`config.mk`:
```
export PLATFORM = sky130hd
export DESIGN_NAME = jtag_source_probe_array
export DESIGN_NICKNAME = d
export VERILOG_FILES = /design/src/rtl/jtag_sp_pkg.sv /design/src/rtl/jtag_sp_sync2.sv /design/src/rtl/jtag_source_probe_array.sv
export SDC_FILE = /design/constraint.sdc
export NUM_CORES = 1
export LEC_CHECK = 0
export CAP_MARGIN = 15
export CORE_MARGIN = 2
export CORE_UTILIZATION = 46
export CTS_BUF_LIST = sky130_fd_sc_hd__clkbuf_4 sky130_fd_sc_hd__clkbuf_8
export CTS_CLUSTER_SIZE = 24
export DETAILED_ROUTE_END_ITERATION = 8
export PLACE_DENSITY = 0.76
export SETUP_SLACK_MARGIN = 0.2
export SLEW_MARGIN = 10
export SYNTH_ARGS = -nofsm -noshare
export SYNTH_HDL_FRONTEND = slang
export SYNTH_HIERARCHICAL = 1
export SYNTH_SLANG_ARGS = --single-unit
```
`constraint.sdc`:
```
create_clock -name clk -period 1.7 [get_ports clk]
set_clock_uncertainty 0.15 [all_clocks]
set_input_delay 0.34 -clock clk [delete_from_list [all_inputs] [get_ports clk]]
set_output_delay 0.34 -clock clk [all_outputs]
set_load 0.005 [all_outputs]
```
`src/rtl/jtag_sp_pkg.sv`:
```
// Shared definitions for the multi-channel JTAG source/probe array:
// instruction codes, INFO field layout and constant helper functions.
package jtag_sp_pkg;

  localparam int IR_W = 3;

  localparam logic [IR_W-1:0] IR_BYPASS = 3'b000;
  localparam logic [IR_W-1:0] IR_ADDR   = 3'b001;
  localparam logic [IR_W-1:0] IR_SOURCE = 3'b010;
  localparam logic [IR_W-1:0] IR_PROBE  = 3'b011;
  localparam logic [IR_W-1:0] IR_INFO   = 3'b100;

  // INFO word: channel count minus one above word width minus one
  localparam int INFO_DW_LSB  = 0;
  localparam int INFO_NCH_LSB = 8;
  localparam int INFO_FIELD_W = 8;
  localparam int INFO_W       = 16;

  function automatic int clog2(input int value);
    int result;
    int v;
    result = 0;
    v      = value - 1;
    while (v > 0) begin
      result = result + 1;
      v      = v >> 1;
    end
    return result;
  endfunction

  function automatic int max_int(input int a, input int b);
    return (a > b) ? a : b;
  endfunction

endpackage

```
`src/rtl/jtag_sp_sync2.sv`:
```
// Two-flop synchronizer bringing W asynchronous probe bits into the tck domain.
module jtag_sp_sync2 #(
  parameter int W = 8
) (
  input  logic         clk,
  input  logic         reset,
  input  logic [W-1:0] d,
  output logic [W-1:0] q
);

  logic [W-1:0] meta;

  always_ff @(posedge clk or posedge reset) begin
    if (reset) begin
      meta <= '0;
      q    <= '0;
    end else begin
      meta <= d;
      q    <= meta;
    end
  end

endmodule

```
`src/rtl/jtag_source_probe_array.sv`:
```
// NUM_CH source registers and probe inputs behind one virtual-JTAG node.
// Define JTAG_SP_PROBE_SYNC_EN to pass every probe bit through a 2-flop synchronizer.
module jtag_source_probe_array
  import jtag_sp_pkg::*;
#(
  parameter int              NUM_CH      = 4,
  parameter int              Dw          = 8,
  parameter logic [Dw-1:0]   SOURCE_INIT = '0
) (
  input  logic                   clk,
  input  logic                   reset,
  input  logic [IR_W-1:0]        ir_in,
  output logic [IR_W-1:0]        ir_out,
  input  logic                   tdi,
  output logic                   tdo,
  input  logic                   cdr,
  input  logic                   sdr,
  input  logic                   udr,
  input  logic                   uir,
  input  logic [NUM_CH*Dw-1:0]   probe,
  output logic [NUM_CH*Dw-1:0]   source
);

  localparam int AW = max_int(1, clog2(NUM_CH));
  localparam int SW = max_int(max_int(Dw, AW + 1), INFO_W);

  logic [IR_W-1:0]      ir;
  logic [AW-1:0]        ch_sel;
  logic                 autoinc;
  logic [SW-1:0]        shift_buf;
  logic                 bypass_reg;
  logic [Dw-1:0]        src_mem [NUM_CH];
  logic [NUM_CH*Dw-1:0] probe_cap;

  logic                 ir_dr;
  logic                 ir_is_source;
  logic                 ir_is_probe;
  logic                 ch_hit;
  logic [Dw-1:0]        src_sel;
  logic [Dw-1:0]        probe_sel;
  logic [AW-1:0]        ch_next;
  logic [SW-1:0]        capture_val;

`ifdef JTAG_SP_PROBE_SYNC_EN
  for (genvar k = 0; k < NUM_CH; k++) begin : g_probe_sync
    jtag_sp_sync2 #(
      .W (Dw)
    ) u_sync (
      .clk   (clk),
      .reset (reset),
      .d     (probe[k*Dw +: Dw]),
      .q     (probe_cap[k*Dw +: Dw])
    );
  end
`else
  assign probe_cap = probe;
`endif

  assign ir_out       = ir_in;
  assign ir_is_source = (ir == IR_SOURCE);
  assign ir_is_probe  = (ir == IR_PROBE);
  assign ir_dr        = (ir == IR_ADDR) || ir_is_source || ir_is_probe || (ir == IR_INFO);
  assign tdo          = ir_dr ? shift_buf[0] : bypass_reg;

  // Channel decode; ch_hit stays low when ch_sel points past the last channel
  always_comb begin
    ch_hit    = 1'b0;
    src_sel   = '0;
    probe_sel = '0;
    for (int k = 0; k < NUM_CH; k++) begin
      if (ch_sel == AW'(k)) begin
        ch_hit    = 1'b1;
        src_sel   = src_mem[k];
        probe_sel = probe_cap[k*Dw +: Dw];
      end
    end
  end

  always_comb begin
    if (!ch_hit || (ch_sel == AW'(NUM_CH - 1))) begin
      ch_next = '0;
    end else begin
      ch_next = ch_sel + AW'(1);
    end
  end

  always_comb begin
    capture_val = '0;
    case (ir)
      IR_ADDR: begin
        capture_val[AW-1:0] = ch_sel;
        capture_val[AW]     = autoinc;
      end
      IR_SOURCE: begin
        if (ch_hit) begin
          capture_val[Dw-1:0] = src_sel;
        end
      end
      IR_PROBE: begin
        if (ch_hit) begin
          capture_val[Dw-1:0] = probe_sel;
        end
      end
      IR_INFO: begin
        capture_val[INFO_NCH_LSB +: INFO_FIELD_W] = INFO_FIELD_W'(NUM_CH - 1);
        capture_val[INFO_DW_LSB  +: INFO_FIELD_W] = INFO_FIELD_W'(Dw - 1);
      end
      default: ;
    endcase
  end

  // Update sees the ir held before any coincident uir, since both are registered here
  always_ff @(posedge clk or posedge reset) begin
    if (reset) begin
      ir         <= IR_BYPASS;
      ch_sel     <= '0;
      autoinc    <= 1'b0;
      shift_buf  <= '0;
      bypass_reg <= 1'b0;
    end else begin
      bypass_reg <= tdi;
      if (uir) begin
        ir <= ir_in;
      end
      if (ir_dr) begin
        if (cdr) begin
          shift_buf <= capture_val;
        end else if (sdr) begin
          shift_buf <= {tdi, shift_buf[SW-1:1]};
        end
      end
      if (udr) begin
        if (ir == IR_ADDR) begin
          ch_sel  <= shift_buf[AW-1:0];
          autoinc <= shift_buf[AW];
        end else if (autoinc && (ir_is_source || ir_is_probe)) begin
          ch_sel <= ch_next;
        end
      end
    end
  end

  always_ff @(posedge clk or posedge reset) begin
    if (reset) begin
      for (int k = 0; k < NUM_CH; k++) begin
        src_mem[k] <= SOURCE_INIT;
      end
    end else if (udr && ir_is_source) begin
      for (int k = 0; k < NUM_CH; k++) begin
        if (ch_sel == AW'(k)) begin
          src_mem[k] <= shift_buf[Dw-1:0];
        end
      end
    end
  end

  for (genvar k = 0; k < NUM_CH; k++) begin : g_source_pack
    assign source[k*Dw +: Dw] = src_mem[k];
  end

endmodule

```
==> results.cfg <==
[outcome]
status = complete, but fails checks
violations = negative setup slack

[timing]
finalHoldViolCount = 0
rsz0062_at_grt = yes
min_period_ns = 2.05
maxSlewHeadroom_pct = 72.1
setup_viol = 48
slew_viol_final = 0
fmaxAchievable_mhz = 488
fin_crit_sh_pct = 121
worst_slew_pin_slew_ns = 0.411
setup_ws_ns = -0.349

[floorplanning]
dieArea_sq_um = 7320
io-pin-count = 78
die_y_um = 85.5
die_w_um = 85.5
core_sq_um = 6390
initial_core_util_pct = 47.9
std_cell_rows = 29

[clock_tree]
cts_tree = yes
numCtsBuffers = 5
cts.clk_slew.worst_paths_ns = 0.11
clkSinkCount = 55
clkLatencyLatePin_ns = 0.31
clockRootBuffer = clkbuf_8
clockBufferDepth = 2
h-tree-depth = 2
postCtsHoldBufs = 0

[global_route]
grt_max_degree = 56
overflow = 0
antenna_found_initial = 0
grt_pass1_vias = 3216
grt_first_pass_wirelength_um = 16100
grt_util_all_layers_pct = 28.0

[setup_path]
reg2reg_to = shift_buf[7]
reg2regPathDepth = 8
crit_path_start_kind = register
cp_data_required_time_ns = 1.21
worstSetupEndpointType = primary output
arrival_ns = 1.56
worstPathMaxFanout = 3
rr_startpoint = ir[1]
worstSetupPathType = reg -> out
reg2reg_slack_ns = -0.29

[power_and_ir_drop]
power_mw = 6.52
power.density_nw_per_um2 = 1340
ir_drop_mv = 0.844
leakage_nw = 2.17

[finish]
num_antenna_cells = 0
n_fill_cell = 447
syn_to_final_growth_pct = 58.6
largest_reg_flops = 32
drive_above_1_share_pct = 40.7
postLayoutCoreUtil_pct = 75.9
seq_area_sq_um = 1380
multi_input_area_sq_um = 1740
nets = 481

[drt]
firstDrtPassIters = 4
routedWlPerCell_um = 19.1
first_iter_violations = 157
wirelength_um = 9790
drc_errors = 0
via_per_inst = 5.83
route.vias.total = 2983
final_antenna_net_count = 0

[flow_run]
maxCapViolations = 0

[logic_synthesis]
netlist_area_sq_um = 3060
postSynth.asyncResetShare_pct = 100
synth_cell_types = 48
synthesis.instances = 284
yosysWarnings = 6
ys.flop_type = dfrtp_1
synth_edf_count = 0
synth_seq_cells = 55
ys_seq_area_share_pct = 45.0
syn_area_per_cell_sq_um = 10.8
synth_nets = 331

[place]
gp_congestion = 0.880
dp_hpwl_um = 6490
portBuffers = 77

[min_path]
min_path_type = in -> async
-- layout make-up --
class,instances,share of cell area [%]
clock inverters,3,0.465
multi-input cells,200,35.8
well taps,77,1.99
repair inverters,1,0.103
flip-flops and latches,55,28.4
inverters,8,0.774
clock buffers,5,1.42
repair buffers,163,31.0
-- logic make-up (layout without fill, tap and decap cells) --
group	count (synthesis)	after routing	share of synthesized area, %
compound gates	86	86	20.0
simple gates	68	68	13.1
flops	55	55	45.0
mux	41	41	14.9
buf+inv	29	180	4.95
fa+ha+maj	5	5	2.05
-- timing repair --
item	4_1_cts	5_1_grt
pin swaps	8	0
gates cloned	3	0
gates resized for setup	86	10
endpoints found under the setup margin	85	61
setup buffers	43	2
-- per-layer routing --
layer / vias up / share of wire, % / wire (um) / track usage, %
li1: 1372 / - / - / -
met1: 1445 / 40 / 3960 / 36.9
met2: 135 / 49 / 4830 / 45.5
met3: 31 / 7.4 / 729 / 5.58
met4: 0 / 2.7 / 267 / 11.1
met5: - / 0 / 0 / 0
-- stage by stage --
step	setup TNS [ns]	instance area (sq um)	hold WS, ns	std cells	worst slack (ns)
finish	-9.72	4850	0.286	512	-0.349
global route	-13.48	4850	0.324	512	-0.404
CTS	-7.55	4820	0.291	510	-0.335
detailed placement	-6.62	4260	0.347	456	-0.523
global placement	-4.76	4260	0.336	456	-0.410
floorplan	-0.527	3230	0.221	284	-0.118
-- synthesized netlist by cell type, types with 3 or more instances --
master / number / area, sq um
nand3b_1: 7 / 52.6
buf_2: 3 / 15.0
mux2i_1: 4 / 40.0
o211ai_1: 4 / 30.0
o22ai_1: 5 / 31.3
a22o_1: 8 / 70.1
nor2b_1: 5 / 31.3
o221ai_1: 5 / 43.8
o21ai_0: 16 / 80.1
nand3_2: 3 / 30.0
buf_4: 6 / 45.0
a31oi_1: 3 / 18.8
mux2_2: 37 / 417
a221oi_1: 9 / 78.8
clkbuf_1: 8 / 30.0
a21oi_1: 14 / 70.1
a21o_1: 7 / 52.6
ha_1: 5 / 62.6
nor2_1: 6 / 22.5
o22a_1: 4 / 35.0
dfrtp_1: 55 / 1380
nand2_1: 22 / 82.6
inv_1: 8 / 30.0
nand3_1: 10 / 50.1
-- power breakdown --
part | switching (mW) | leakage [nW] | internal, mW
logic | 1.60 | 1.43 | 2.00
clock network | 0.460 | 0.0485 | 0.297
registers | 0.412 | 0.693 | 1.76
total | 2.47 | 2.17 | 4.05
-- critical path, stage by stage (launching register included) --
cell     delay (ns)
dfrtp_1        0.44
o21a_1         0.23
nor2_4         0.14
mux2_4         0.32
buf_6          0.12
-- placed cells by master, fill, tap and decap left out, types with 2 or more instances in the layout --
cell type / n
buf_4: 74
dfrtp_1: 54
clkdlybuf4s50_1: 40
mux2_2: 36
nand2_1: 22
dlygate4sd2_1: 21
a21oi_1: 14
o21ai_0: 12
clkdlybuf4s15_1: 12
a221oi_2: 10
nand3_1: 9
a22o_1: 8
a21o_1: 7
nand3b_1: 7
buf_6: 6
o221ai_1: 5
clkbuf_8: 5
nand3_4: 4
nor2b_1: 4
nor2_1: 4
mux2i_1: 4
o22ai_1: 4
o22a_1: 4
o211ai_1: 4
inv_1: 4
buf_12: 4
a31oi_1: 3
o311ai_1: 3
nor3b_4: 2
clkinvlp_4: 2
nor2_2: 2
o21ai_4: 2
o21a_1: 2
inv_2: 2
o32ai_1: 2
ha_4: 2
ha_1: 2
buf_2: 2
-- how the worst max path moves through the flow --
stage,from,to,slack (ns),cells past startpoint
finish,ir[1],tdo,-0.35,4
global placement,ch_sel[0],shift_buf[5],-0.41,6
detailed placement,ch_sel[0],shift_buf[4],-0.52,6
floorplan,ir[0],tdo,-0.12,5
CTS,ir[1],tdo,-0.34,4
global route,ir[1],tdo,-0.40,4
Power figures use the tool's default switching activity.
